`src/rtl/reg_file_ctrl_pkg.sv`:
```
// reg_file_ctrl shared types: command opcodes, controller states and
// default geometry of the 8-bit register file.
package reg_file_ctrl_pkg;

    localparam int DEF_ADDR_W   = 4;
    localparam int DEF_DATA_W   = 8;
    localparam int DEF_NUM_REGS = 4;

    typedef enum logic [1:0] {
        OP_READ  = 2'd0,
        OP_WRITE = 2'd1,
        OP_MOVE  = 2'd2,
        OP_SWAP  = 2'd3
    } op_e;

    typedef enum logic [2:0] {
        IDLE,
        RD_A,
        CAP_A,
        RD_B,
        CAP_B,
        WR_A,
        WR_B,
        RESP
    } state_e;

    function automatic int op_latency(input op_e op);
        unique case (op)
            OP_READ:  return 3;
            OP_WRITE: return 2;
            OP_MOVE:  return 4;
            default:  return 7;
        endcase
    endfunction

endpackage

```
`src/rtl/reg_file_ctrl_if.sv`:
```
// Command/response port between the CPU control unit (master) and
// reg_file_ctrl (slave).
interface reg_file_ctrl_if #(
    parameter int ADDR_W = 4,
    parameter int DATA_W = 8
);
    logic              CMD_VALID;
    logic              CMD_READY;
    logic [1:0]        CMD_OP;
    logic [ADDR_W-1:0] CMD_RA;
    logic [ADDR_W-1:0] CMD_RB;
    logic [DATA_W-1:0] CMD_DATA;
    logic              RSP_VALID;
    logic [DATA_W-1:0] RSP_DATA;
    logic              RSP_ERR;

    modport master (
        output CMD_VALID, CMD_OP, CMD_RA, CMD_RB, CMD_DATA,
        input  CMD_READY, RSP_VALID, RSP_DATA, RSP_ERR
    );

    modport slave (
        input  CMD_VALID, CMD_OP, CMD_RA, CMD_RB, CMD_DATA,
        output CMD_READY, RSP_VALID, RSP_DATA, RSP_ERR
    );
endinterface

```
`src/rtl/reg_file_ctrl.sv`:
```
// Register file initiator: sequences READ/WRITE/MOVE/SWAP over the RF port.
// Define REG_FILE_CTRL_RANGE_CHECK_EN to reject out-of-range addresses.
module reg_file_ctrl
    import reg_file_ctrl_pkg::*;
#(
    parameter int ADDR_W   = DEF_ADDR_W,
    parameter int DATA_W   = DEF_DATA_W,
    parameter int NUM_REGS = DEF_NUM_REGS
) (
    input  logic              CLK,
    input  logic              RST,
    reg_file_ctrl_if.slave    bus,
    output logic [ADDR_W-1:0] RF_ADDR,
    output logic              RF_CE,
    output logic [DATA_W-1:0] RF_DATA_IN,
    input  logic [DATA_W-1:0] RF_DATA_OUT
);

`ifdef REG_FILE_CTRL_RANGE_CHECK_EN
    localparam bit RANGE_CHK = 1'b1;
`else
    localparam bit RANGE_CHK = 1'b0;
`endif

    localparam logic [ADDR_W:0] NREGS = (ADDR_W+1)'(NUM_REGS);

    state_e            state, nxt;
    op_e               cmd_op;
    logic [ADDR_W-1:0] cmd_ra, cmd_rb;
    logic [DATA_W-1:0] cmd_data;
    logic [DATA_W-1:0] tmp_a, tmp_b;
    logic [DATA_W-1:0] rsp_q, rsp_d;
    logic              err_q, err_d, rsp_ld;
    logic              range_err;
    op_e               op_in;
    logic [ADDR_W-1:0] addr_c;
    logic              ce_c;
    logic [DATA_W-1:0] din_c;

    assign op_in = op_e'(bus.CMD_OP);

    assign range_err = RANGE_CHK &&
        (({1'b0, bus.CMD_RA} >= NREGS) ||
         ((op_in == OP_MOVE || op_in == OP_SWAP) &&
          ({1'b0, bus.CMD_RB} >= NREGS)));

    always_comb begin
        nxt    = state;
        rsp_ld = 1'b0;
        rsp_d  = rsp_q;
        err_d  = 1'b0;
        unique case (state)
            IDLE: begin
                if (bus.CMD_VALID) begin
                    if (range_err) begin
                        nxt    = RESP;
                        rsp_ld = 1'b1;
                        rsp_d  = '0;
                        err_d  = 1'b1;
                    end else if (op_in == OP_WRITE) begin
                        nxt = WR_A;
                    end else begin
                        nxt = RD_A;
                    end
                end
            end
            RD_A:  nxt = CAP_A;
            CAP_A: begin
                unique case (cmd_op)
                    OP_MOVE: nxt = WR_B;
                    OP_SWAP: nxt = RD_B;
                    default: begin
                        nxt    = RESP;
                        rsp_ld = 1'b1;
                        rsp_d  = RF_DATA_OUT;
                    end
                endcase
            end
            RD_B:  nxt = CAP_B;
            CAP_B: nxt = WR_A;
            WR_A: begin
                if (cmd_op == OP_SWAP) begin
                    nxt = WR_B;
                end else begin
                    nxt    = RESP;
                    rsp_ld = 1'b1;
                    rsp_d  = cmd_data;
                end
            end
            WR_B: begin
                nxt    = RESP;
                rsp_ld = 1'b1;
                rsp_d  = tmp_a;
            end
            default: nxt = IDLE;
        endcase
    end

    always_comb begin
        addr_c = '0;
        ce_c   = 1'b0;
        din_c  = '0;
        unique case (state)
            RD_A, CAP_A: addr_c = cmd_ra;
            RD_B, CAP_B: addr_c = cmd_rb;
            WR_A: begin
                addr_c = cmd_ra;
                ce_c   = 1'b1;
                din_c  = (cmd_op == OP_SWAP) ? tmp_b : cmd_data;
            end
            WR_B: begin
                addr_c = cmd_rb;
                ce_c   = 1'b1;
                din_c  = tmp_a;
            end
            default: ;
        endcase
    end

    always_ff @(posedge CLK) begin
        if (RST) begin
            state    <= IDLE;
            cmd_op   <= OP_READ;
            cmd_ra   <= '0;
            cmd_rb   <= '0;
            cmd_data <= '0;
            tmp_a    <= '0;
            tmp_b    <= '0;
            rsp_q    <= '0;
            err_q    <= 1'b0;
        end else begin
            state <= nxt;
            if (state == IDLE && bus.CMD_VALID) begin
                cmd_op   <= op_in;
                cmd_ra   <= bus.CMD_RA;
                cmd_rb   <= bus.CMD_RB;
                cmd_data <= bus.CMD_DATA;
            end
            if (state == CAP_A) tmp_a <= RF_DATA_OUT;
            if (state == CAP_B) tmp_b <= RF_DATA_OUT;
            if (rsp_ld) begin
                rsp_q <= rsp_d;
                err_q <= err_d;
            end
        end
    end

    // Reset masks every output at once, so a write cannot slip out mid-SWAP.
    assign bus.CMD_READY = (state == IDLE) && !RST;
    assign bus.RSP_VALID = (state == RESP) && !RST;
    assign bus.RSP_DATA  = RST ? '0 : rsp_q;
    assign bus.RSP_ERR   = err_q && !RST;
    assign RF_ADDR       = RST ? '0 : addr_c;
    assign RF_CE         = ce_c && !RST;
    assign RF_DATA_IN    = RST ? '0 : din_c;

endmodule
```
`src/flat_wrapper.sv`:
```
// flat-port wrapper written by rule: the top's interface ports become plain ports
module reg_file_ctrl_flat import reg_file_ctrl_pkg::*;
#(
    parameter int ADDR_W   = DEF_ADDR_W,
    parameter int DATA_W   = DEF_DATA_W,
    parameter int NUM_REGS = DEF_NUM_REGS
)
  (CLK, RST, RF_ADDR, RF_CE, RF_DATA_IN, RF_DATA_OUT, bus_CMD_VALID, bus_CMD_OP, bus_CMD_RA, bus_CMD_RB, bus_CMD_DATA, bus_CMD_READY, bus_RSP_VALID, bus_RSP_DATA, bus_RSP_ERR);
  reg_file_ctrl_if #(.ADDR_W(ADDR_W), .DATA_W(DATA_W)) bus_i ();
  input  logic CLK;
  input  logic RST;
  output logic [ADDR_W-1:0] RF_ADDR;
  output logic RF_CE;
  output logic [DATA_W-1:0] RF_DATA_IN;
  input  logic [DATA_W-1:0] RF_DATA_OUT;
  input wire logic [$bits(bus_i.CMD_VALID)-1:0] bus_CMD_VALID;
  input wire logic [$bits(bus_i.CMD_OP)-1:0] bus_CMD_OP;
  input wire logic [$bits(bus_i.CMD_RA)-1:0] bus_CMD_RA;
  input wire logic [$bits(bus_i.CMD_RB)-1:0] bus_CMD_RB;
  input wire logic [$bits(bus_i.CMD_DATA)-1:0] bus_CMD_DATA;
  output wire logic [$bits(bus_i.CMD_READY)-1:0] bus_CMD_READY;
  output wire logic [$bits(bus_i.RSP_VALID)-1:0] bus_RSP_VALID;
  output wire logic [$bits(bus_i.RSP_DATA)-1:0] bus_RSP_DATA;
  output wire logic [$bits(bus_i.RSP_ERR)-1:0] bus_RSP_ERR;
  assign bus_i.CMD_VALID = bus_CMD_VALID;
  assign bus_i.CMD_OP = bus_CMD_OP;
  assign bus_i.CMD_RA = bus_CMD_RA;
  assign bus_i.CMD_RB = bus_CMD_RB;
  assign bus_i.CMD_DATA = bus_CMD_DATA;
  assign bus_CMD_READY = bus_i.CMD_READY;
  assign bus_RSP_VALID = bus_i.RSP_VALID;
  assign bus_RSP_DATA = bus_i.RSP_DATA;
  assign bus_RSP_ERR = bus_i.RSP_ERR;
  reg_file_ctrl #(.ADDR_W(ADDR_W), .DATA_W(DATA_W), .NUM_REGS(NUM_REGS)) u_core (.CLK(CLK), .RST(RST), .bus(bus_i), .RF_ADDR(RF_ADDR), .RF_CE(RF_CE), .RF_DATA_IN(RF_DATA_IN), .RF_DATA_OUT(RF_DATA_OUT));
endmodule
```
`config.mk`:
```
export PLATFORM = sky130hd
export DESIGN_NAME = reg_file_ctrl_flat
export DESIGN_NICKNAME = d
export VERILOG_FILES = /design/src/rtl/reg_file_ctrl_pkg.sv /design/src/rtl/reg_file_ctrl_if.sv /design/src/rtl/reg_file_ctrl.sv /design/src/flat_wrapper.sv
export SDC_FILE = /design/constraint.sdc
export NUM_CORES = 1
export LEC_CHECK = 0
export BUFFER_PORTS_ARGS = -buffer_cell sky130_fd_sc_hd__buf_2
export CAP_MARGIN = 20
export CORE_ASPECT_RATIO = 0.75
export CORE_UTILIZATION = 50
export DETAILED_ROUTE_END_ITERATION = 7
export PLACE_DENSITY = 0.78
export SLEW_MARGIN = 20
export SYNTH_ARGS = -nofsm -noshare
export SYNTH_HDL_FRONTEND = slang
export SYNTH_SLANG_ARGS = --single-unit
export TNS_END_PERCENT = 30
```
`constraint.sdc`:
```
create_clock -name CLK -period 2.1 [get_ports CLK]
set_input_delay 0.525 -clock CLK [delete_from_list [all_inputs] [get_ports CLK]]
set_output_delay 0.525 -clock CLK [all_outputs]
set_load 0.01 [all_outputs]
```
==> summary.md <==
| Metric | Value |
|---|---|
| Post-synth cell types | 42 |
| Clock sinks | 45 |
| Mapped cell area | 0.002287 mm2 |
| Height of the die | 60.58 um |
| Final hold vios | 0 |
| Main synth FF type | dfxtp_1 |
| Routed wire per std cell | 14.50 um |
| Via count | 2131 |
| Largest net degree at the start of global routing | 31 |
| Worst slack at placement | 0.06505 ns |
| Max-slew violation count | 0 |
| Type of origin of the critical path | register |
| Final cell count without fillers | 386 |
| Top cells by count, synth | nand2_1 (62), dfxtp_1 (45), a21oi_1 (34) |
| Total power | 2.410 mW |
| Critical path arrival | 1.64 ns |
| Final setup margin | -0.06676 ns |
| Design Area, Final | 0.002770 mm2 |
| Failing checks | negative setup slack |
| Clock latency on the worst-skew pair | 0.30 ns |
| Peak VDD IR | 0.0004844 V |
| Post-route ant nets | 0 |
| ANT cells | 0 |
| Fillers | 369 |
| Core Region | 0.004204 mm2 |
| Synth Instances | 277 |
| Min-Delay Path Class | in -> reg |
| Synth async-reset ratio | 0 |
| Cell Area, Placed | 0.002601 mm2 |
| Relative slew slack | 0.6280 |
| Crit path time final | 2.167 ns |
| Sequential share of the synthesized area | 0.3939 |
| F_max | 461.5 MHz |
| I/O pin cnt | 53 |
| Tcrit/Tclk final | 1.032 |
| DP Cell Count | 377 |
| Crit path max fanout | 7 |
| CTS clk-pin slew, worst paths | 0.08 ns |
| Hold buffers post-CTS | 0 |
| IO Port Bufs | 51 |
| Layout area overhead | 21.12% |
| WL final | 5597 um |
| Nets@finish | 360 |
| Post-synth top area share | 0.3939 |
| Largest area contributor in the netlist | dfxtp_1 |
| Via/cell ratio | 5.521 |
| Worst slew pin tran | 0.5562 ns |
| CTS HTree Levels | 2 |
| Syn_area_per_cell | 8.257 um2 |
| GRT Total Usage | 0.2597 |
| Worst Clk Skew | 0.003043 ns |
| Warnings, synthesis | 0 |
| First-pass GRT wire length | 9287 um |
| DIE WIDTH | 80.10 um |
| WHS | 0.4474 ns |
| Status | finished with violations |
| MaxCap Viol Count | 0 |
| Final GP Congestion | 0.9065 |
| WP data required | 1.57 ns |
| Pleak | 1.102 nW |
| CTS tree | yes |
| Starting density of the core | 0.5440 |
| Share of cells above drive strength 1 | 0.3142 |
| Overflow left after global routing | 0 |
| Net Count, Synth | 306 |
| Die Area | 0.004852 mm2 |
| Root buf cell | clkbuf_8 |
| PD cells | 869.9 mW/mm2 |
| Area contributors post-synth | dfxtp_1 (39%), nand2_1 (10%), a21oi_1 (7.4%) |
| Crit Path Category | reg -> out |
| DRT Pass-1 Iters | 5 |
| Final Setup Violations | 6 |
| Worst Reg2Reg Path Length in Cells | 6 |
| Initial antenna violation count | 0 |
| Hold-critical path depth | 3 |
| Number of enable flip-flop cells after synthesis | 0 |
| Seq cells post-synth | 45 |
| DP Wirelength | 4035 um |
| Fin Setup TNS | -0.2366 ns |
| FP Rows | 20 |
| Setup crit end kind | primary output |
| Post-Route Utilization | 0.6589 |
| Num CTS Buffers | 5 |
| Most numerous cell in the Yosys netlist | nand2_1 |
| Initial drt markers | 172 |
| RSZ-0062 raised after global routing | yes |
| Clock tree buffer depth | 2 |
| DRC violations left | 0 |
| Vias in the first global route | 1918 |
-- per-layer routing --
metal | up-vias | share of wire | wire length [um] | GRT usage
li1 | 1068 | - | - | -
met1 | 968 | 0.49 | 2749 | 0.3617
met2 | 86 | 0.43 | 2379 | 0.3932
met3 | 9 | 0.072 | 405 | 0.07519
met4 | 0 | 0.011 | 62 | 0.07908
met5 | - | 0 | 0 | 0
-- final timing paths --
path                                         from                         endpoint  slack (ns)
setup / recovery     u_core.state[0]$_SDFFE_PP0P_                       RF_ADDR[0]       -0.07
setup reg to reg     u_core.state[0]$_SDFFE_PP0P_     u_core.rsp_q[1]$_SDFFE_PP0P_        0.35
hold reg to reg   u_core.cmd_data[7]$_SDFFE_PP0P_  u_core.cmd_data[7]$_SDFFE_PP0P_        0.48
hold / removal                      bus_CMD_RA[2]    u_core.cmd_ra[2]$_SDFFE_PP0P_        0.45
-- final cells by class --
cell class / count / area, um2 / share of cell area
inverter: 3 / 11.26 / 0.004065
sequential: 45 / 907.1 / 0.3275
tap: 55 / 68.82 / 0.02484
multi-input combinational: 206 / 1291 / 0.4661
timing repair buffer: 70 / 401.6 / 0.1450
clock buffer: 6 / 82.58 / 0.02981
clock inverter: 1 / 7.507 / 0.002710
-- report_power, final --
group	total [mW]	switching [mW]	internal, mW
registers	1.07	0.0997	0.970
logic	0.791	0.441	0.350
clock network	0.549	0.289	0.260
total	2.41	0.830	1.58
-- sequential cells by signal, summed over array words and instances, names as in the netlist --
| register | count |
|---|---|
| u_core.cmd_op | 2 |
| u_core.cmd_ra | 4 |
| u_core.cmd_data | 8 |
| u_core.tmp_b | 8 |
| u_core.rsp_q | 8 |
| u_core.state | 3 |
| u_core.cmd_rb | 4 |
| u_core.tmp_a | 8 |
-- cells by family after synthesis --
group / after synthesis / synth area share
simple gates: 115 / 0.2276
compound gates: 68 / 0.2101
flops: 45 / 0.3939
buf+inv: 26 / 0.06509
mux: 21 / 0.09464
xor+xnor: 1 / 0.007114
other cells: 1 / 0.001640
-- worst max-delay path, stage by stage (launching register included) --
cell      delay [ns]
dfxtp_2         0.36
buf_6           0.14
mux2_4          0.30
a222oi_1        0.30
nor2_1          0.08
buf_2           0.15
-- what timing repair did --
item                                   CTS  global route
setup endpoints to repair               13            12
gates cloned                             0             0
resized for setup                       19             3
setup buffers                            1             1
endpoints found under the hold margin    0             0
pin swaps                                8             4
-- cell usage in the layout (no fill, tap or decap), types with 2 or more instances in the layout --
cell,instances
a21oi_1,29
buf_4,18
a21oi_2,5
nand2b_1,2
a22o_1,7
and2_1,2
nand2_1,62
dfxtp_2,2
a222oi_1,5
dfxtp_1,42
mux2i_1,16
o22ai_1,2
mux2_4,4
inv_1,2
buf_2,51
nor3_1,2
clkbuf_8,6
nor2_1,25
a22oi_1,7
a311oi_1,7
nor2b_1,9
Power figures use the tool's default switching activity.
